[src/rtl/riscv_pkg.sv]
// Shared fetch-path types: controller state encoding and the buffered fetch entry.
// The entry PC field is sized for the widest supported address; users cast to their own width.
package riscv_pkg;

  localparam int PC_MAX_W = 62;

  typedef enum logic [1:0] {
    S_REQ   = 2'd0,
    S_WAIT  = 2'd1,
    S_DRAIN = 2'd2,
    S_HALT  = 2'd3
  } fetch_state_t;

  typedef struct packed {
    logic [PC_MAX_W-1:0] pc;
    logic [31:0]         insn;
    logic                err;
  } fetch_entry_t;

endpackage

[src/rtl/insn_fetch_buf.sv]
// Synchronous DEPTH-entry FIFO of fetch entries with flush; push visible at head the cycle after.
// Push while full without a same-cycle pop is dropped; flush overrides push and pop.
module insn_fetch_buf
  import riscv_pkg::*;
#(
  parameter int DEPTH = 2
) (
  input  logic                     clk,
  input  logic                     rst,
  input  logic                     i_push,
  input  fetch_entry_t             i_push_dat,
  input  logic                     i_pop,
  input  logic                     i_flush,
  output logic [$clog2(DEPTH):0]   o_count,
  output fetch_entry_t             o_head
);

  localparam int PW = $clog2(DEPTH);

  logic [PW-1:0] r_rd;
  logic [PW-1:0] r_wr;
  logic [PW:0]   r_count;
  fetch_entry_t  r_mem [DEPTH];

  logic w_do_pop;
  logic w_do_push;

  assign w_do_pop  = i_pop && (r_count != '0);
  assign w_do_push = i_push && ((r_count != (PW+1)'(DEPTH)) || w_do_pop);

  always_ff @(posedge clk) begin
    if (rst) begin
      r_rd    <= '0;
      r_wr    <= '0;
      r_count <= '0;
      for (int i = 0; i < DEPTH; i++) begin
        r_mem[i] <= '0;
      end
    end else if (i_flush) begin
      r_rd    <= '0;
      r_wr    <= '0;
      r_count <= '0;
    end else begin
      if (w_do_push) begin
        r_mem[r_wr] <= i_push_dat;
        r_wr        <= r_wr + PW'(1);
      end
      if (w_do_pop) begin
        r_rd <= r_rd + PW'(1);
      end
      r_count <= r_count + (PW+1)'(w_do_push) - (PW+1)'(w_do_pop);
    end
  end

  assign o_count = r_count;
  assign o_head  = r_mem[r_rd];

endmodule

[src/rtl/insn_fetch_ctrl.sv]
// Instruction fetch controller: one outstanding memory request, responses buffered for decode.
// Response-to-decode latency one cycle; requests stall while the buffer is full or a fault halts fetch.
module insn_fetch_ctrl
  import riscv_pkg::*;
#(
  parameter int                    ADDR_WIDTH = 32,
  parameter logic [ADDR_WIDTH-1:0] RESET_PC   = '0,
  parameter int                    BUF_DEPTH  = 2
) (
  input  logic                  clk,
  input  logic                  rst,
  output logic                  mem_req_valid,
  input  logic                  mem_req_ready,
  output logic [ADDR_WIDTH-3:0] mem_req_addr,
  input  logic                  mem_rsp_valid,
  input  logic [31:0]           mem_rsp_data,
  input  logic                  mem_rsp_err,
  input  logic                  redirect_valid,
  input  logic [ADDR_WIDTH-3:0] redirect_pc,
  output logic                  dec_valid,
  input  logic                  dec_ready,
  output logic [ADDR_WIDTH-3:0] dec_pc,
  output logic [31:0]           dec_insn,
  output logic                  dec_err
);

  localparam int PC_W = ADDR_WIDTH - 2;
  localparam int CW   = $clog2(BUF_DEPTH) + 1;

  fetch_state_t    r_state;
  fetch_state_t    w_state_nxt;
  logic [PC_W-1:0] r_pc;
  logic [PC_W-1:0] w_pc_nxt;
  logic [PC_W-1:0] r_req_pc;

  logic            w_hs;
  logic            w_push;
  logic            w_pop;
  logic [CW-1:0]   w_count;
  fetch_entry_t    w_push_dat;
  fetch_entry_t    w_head;

  assign mem_req_valid = !rst && (r_state == S_REQ) && (w_count < CW'(BUF_DEPTH));
  assign mem_req_addr  = r_pc;
  assign w_hs          = mem_req_valid && mem_req_ready;

  assign dec_valid = (w_count != '0);
  assign w_pop     = dec_valid && dec_ready;
  assign dec_pc    = PC_W'(w_head.pc);
  assign dec_insn  = w_head.insn;
  assign dec_err   = w_head.err;

  assign w_push_dat = '{pc: PC_MAX_W'(r_req_pc), insn: mem_rsp_data, err: mem_rsp_err};

  // A redirect always retargets the PC; what happens to an in-flight request depends on state.
  always_comb begin
    w_state_nxt = r_state;
    w_pc_nxt    = r_pc;
    w_push      = 1'b0;
    case (r_state)
      S_REQ: begin
        if (redirect_valid) begin
          w_state_nxt = w_hs ? S_DRAIN : S_REQ;
          w_pc_nxt    = redirect_pc;
        end else if (w_hs) begin
          w_state_nxt = S_WAIT;
          w_pc_nxt    = r_pc + PC_W'(1);
        end
      end
      S_WAIT: begin
        if (redirect_valid) begin
          w_state_nxt = mem_rsp_valid ? S_REQ : S_DRAIN;
          w_pc_nxt    = redirect_pc;
        end else if (mem_rsp_valid) begin
          w_push      = 1'b1;
          w_state_nxt = mem_rsp_err ? S_HALT : S_REQ;
        end
      end
      S_DRAIN: begin
        if (redirect_valid) begin
          w_pc_nxt = redirect_pc;
        end
        if (mem_rsp_valid) begin
          w_state_nxt = S_REQ;
        end
      end
      S_HALT: begin
        if (redirect_valid) begin
          w_state_nxt = S_REQ;
          w_pc_nxt    = redirect_pc;
        end
      end
      default: begin
        w_state_nxt = S_REQ;
      end
    endcase
  end

  always_ff @(posedge clk) begin
    if (rst) begin
      r_state  <= S_REQ;
      r_pc     <= RESET_PC[ADDR_WIDTH-1:2];
      r_req_pc <= '0;
    end else begin
      r_state <= w_state_nxt;
      r_pc    <= w_pc_nxt;
      if (w_hs) begin
        r_req_pc <= r_pc;
      end
    end
  end

  insn_fetch_buf #(
    .DEPTH (BUF_DEPTH)
  ) u_buf (
    .clk        (clk),
    .rst        (rst),
    .i_push     (w_push),
    .i_push_dat (w_push_dat),
    .i_pop      (w_pop),
    .i_flush    (redirect_valid),
    .o_count    (w_count),
    .o_head     (w_head)
  );

endmodule
[config.mk]
export PLATFORM = sky130hd
export DESIGN_NAME = insn_fetch_ctrl
export DESIGN_NICKNAME = d
export VERILOG_FILES = /design/src/rtl/riscv_pkg.sv /design/src/rtl/insn_fetch_buf.sv /design/src/rtl/insn_fetch_ctrl.sv
export SDC_FILE = /design/constraint.sdc
export NUM_CORES = 1
export LEC_CHECK = 0
export ABC_AREA = 1
export BUFFER_PORTS_ARGS = -buffer_cell sky130_fd_sc_hd__buf_2
export CORE_AREA = 8 8 177 129
export CTS_CLUSTER_DIAMETER = 200
export CTS_CLUSTER_SIZE = 8
export DETAILED_ROUTE_END_ITERATION = 8
export DIE_AREA = 0 0 185 137
export PLACE_DENSITY = 0.63
export SLEW_MARGIN = 40
export SYNTH_ARGS = -nofsm -noshare
export SYNTH_HDL_FRONTEND = slang
export SYNTH_SLANG_ARGS = --single-unit
[constraint.sdc]
create_clock -name clk -period 3.35 [get_ports clk]
set_input_delay 0.335 -clock clk [delete_from_list [all_inputs] [get_ports clk]]
set_output_delay 0.335 -clock clk [all_outputs]
set_load 0.01 [all_outputs]
==> flow_metrics.py <==
metrics = {
    "timing": {
        "fmax_mhz": 431.9,
        "final_hold_viol_count": 0,
        "fin_worst_skew_ns": 0.01345,
        "grt_setup_unrepaired": "no",
        "finalSetupViolations": 0,
        "fin_crit_ns": 2.315,
        "hold_ws_ns": 0.1742,
        "tns_ns": 0,
        "report.final.slew_viol_count": 0,
        "post-route-period-util": 0.6911,
        "setup_slack_ns": 1.035,
        "worst_slew_margin_rel": 0.4817,
        "tightest_slew_ns": 0.7765,
    },
    "synth": {
        "synth_simple_gate_area_frac": 0.2221,
        "synth-seq-area-share": 0.5790,
        "syn_nets": 1043,
        "synth_top_family_by_area": "simple AND/OR/NAND/NOR gates",
        "synth-compound-area-share": 0.05895,
        "syn_inst": 971,
        "synth_cell_types": 31,
        "yosysTopAreaCellShare": 0.4275,
        "syn_avg_cell_area_um2": 9.115,
        "synth_mux_area_frac": 0.08015,
        "synth_adder_area_share": 0.004241,
        "synth.area.top_cells": "edfxtp_1, dfxtp_1, nand2_1",
        "netlist_area_um2": 8851,
        "yosysWarningCount": 0,
        "synth_seq_cells": 193,
        "synth-xor-area-share": 0.001979,
        "synth_top_cell_by_area": "edfxtp_1",
    },
    "clock_tree": {
        "cts_setup_buffers": 0,
        "cts_tree": "built",
        "h-tree-depth": 4,
        "hold_buffers": 0,
        "clock_latency_ns": 0.43,
        "clk_pin_slew_worst_paths_ns": 0.08,
        "cts_resized": 0,
        "cts_inserted_buffers": 17,
        "clock-root-buffer": "clkbuf_16",
        "cts_sinks": 193,
        "clockBufferDepth": 2,
    },
    "critical_path": {
        "required_ns": 3.01,
        "criticalPathCategory": "reg2out",
        "cp_max_fo": 23,
        "cp-start-kind": "register",
        "arrival_ns": 1.98,
        "critPathCaptureType": "primary output",
    },
    "power": {
        "leakagePower_uw": 0.004275,
        "power_density_nw_per_um2": 586.5,
        "ir_worst_vdd_mv": 0.2757,
    },
    "floorplanning": {
        "start_util": 0.4393,
        "die_h_um": 137,
        "top_level_ports": 164,
        "dieArea_um2": 25350,
        "core_um2": 20150,
        "rows": 44,
        "fp.dieW_um": 185,
    },
    "run_status": {
        "status": "finished, final reports clean",
    },
    "min_path": {
        "hp-class": "in2reg",
    },
    "global_route": {
        "grt_pass1_vias": 6639,
        "grt_max_degree": 41,
        "overflow": 0,
        "grt_pass1_wl_um": 35140,
        "grt_use_total": 0.1766,
        "grt_antenna_before_repair": 1,
    },
    "route": {
        "ant_nets": 0,
        "drt_wl_total_um": 22420,
        "vias": 6928,
        "avgViaCountPerCell": 4.917,
        "firstDrtPassIters": 5,
        "routedWlPerCell_um": 15.91,
        "drc": 0,
        "drt_iter0_markers": 554,
    },
    "flow_run": {
        "cap_violations": 0,
    },
    "place": {
        "numPortBuffers": 163,
        "place_congestion": 0.8974,
        "dp_slack_ns": 0.9494,
        "dp_hpwl_um": 15540,
    },
    "final_layout": {
        "diodes": 0,
        "syn_to_final_growth_pct": 19.11,
        "drive_above_1_share": 0.2542,
        "final_nets": 1192,
    },
}
==> critical path, cell delays in order (launching register included) <==
cell	delay, ns
dfxtp_2	0.60
buf_4	0.40
mux2_2	0.40
buf_2	0.14
==> state kept, by name, summed over array words and instances, names as in the netlist, named ones only <==
signal,count
u_buf.r_mem,126
mem_req_addr,30
r_req_pc,30
r_state,2
u_buf.o_count,2
u_buf.r_rd,1
u_buf.r_wr,1
==> kinds of logic (layout without fill, tap and decap cells) <==
group	Yosys count	after routing
flip-flops	193	193
AO/OA/AOI/OAI	96	96
buffers and inverters	119	281
XOR/XNOR	2	2
adder cells (fa/ha/maj)	3	3
AND/OR/NAND/NOR	495	495
multiplexers	63	63
==> power breakdown <==
group / switching (uW) / internal (uW) / total (uW) / leakage, uW
combinational: 770 / 447 / 1220 / 0.00215
clock: 989 / 997 / 1990 / 0.000272
sequential: 208 / 2770 / 2980 / 0.00185
total: 1970 / 4220 / 6180 / 0.00427
==> layout make-up <==
class                      instances  area (um2)
timing repair buffer             175       955.9
clock buffer                      18       429.2
multi-input combinational        659        3267
tap                              276       345.3
fill                            1937        9607
clock inverter                    14       141.4
inverter                          74       277.8
sequential                       193        5126
==> cells in the mapped netlist <==
library cell    n
nand3_1        33
dfxtp_1        67
nor2_2          1
nand3_2         2
xor2_1          1
o21ai_1         3
a31oi_1         4
clkinv_1        3
nand2_1       224
o21ai_0        46
inv_2           6
clkbuf_1       15
a31oi_4         1
a21oi_1        34
nor2_1        210
o21bai_1        1
o211ai_1        2
xnor2_1         1
o31ai_1         3
a211oi_1        2
inv_1          65
buf_2          22
or2_2           5
buf_1           8
mux2_2         63
nand4_1         8
nand2_2         1
or2_0           2
ha_1            3
edfxtp_1      126
nor3_1          9
==> path summary, 6_finish.rpt <==
path | start | to | slack (ns) | cells past startpoint
max | register | dec_pc[13] | 1.03 | 3
min | redirect_pc[1] | mem_req_addr[1] | 0.17 | 3
max reg2reg | u_buf.o_count[1] | u_buf.r_mem[1][2] | 1.24 | 6
min reg2reg | u_buf.r_rd | register | 0.45 | 1
==> through the flow <==
step           cell area [um2]  std cells    util  power (uW)
4_1_cts                  10540       1409  0.5232        6239
3_5_place_dp              9972       1377  0.4949        4258
3_3_place_gp              9972       1377  0.4949        4246
5_1_grt                  10540       1409  0.5232        6510
2_1_floorplan             8851        971       -        3780
6_report                 10540       1409  0.5232        6183
==> layout by cell type, fill, tap and decap left out, types with 2 or more instances in the layout <==
cell,Yosys,routed
inv_6,0,3
buf_12,0,4
o21ai_1,3,3
o21ai_0,46,46
nand3_1,33,33
inv_1,65,65
or2_0,2,2
nor2_1,210,210
mux2_2,63,63
a21oi_1,34,34
o211ai_1,2,2
nand2_1,224,222
buf_2,22,163
a31oi_1,4,4
nand3_2,2,2
nand2_4,0,2
buf_4,0,8
a211oi_1,2,2
dfxtp_1,67,66
inv_2,6,6
nor3_1,9,9
or2_2,5,5
clkinvlp_4,0,3
clkinv_1,3,3
inv_8,0,6
ha_1,3,3
nand4_1,8,8
edfxtp_1,126,126
o31ai_1,3,3
clkbuf_16,0,17
==> metal layers <==
| layer | wire length [um] | up-vias | global-route usage |
|---|---|---|---|
| met5 | 10 | - | 0 |
| met4 | 147 | 2 | 0.03856 |
| met3 | 1596 | 14 | 0.04854 |
| met2 | 10120 | 187 | 0.2763 |
| met1 | 10540 | 3226 | 0.2417 |
| li1 | - | 3499 | - |
No activity file was read; power rests on OpenSTA's default activity.
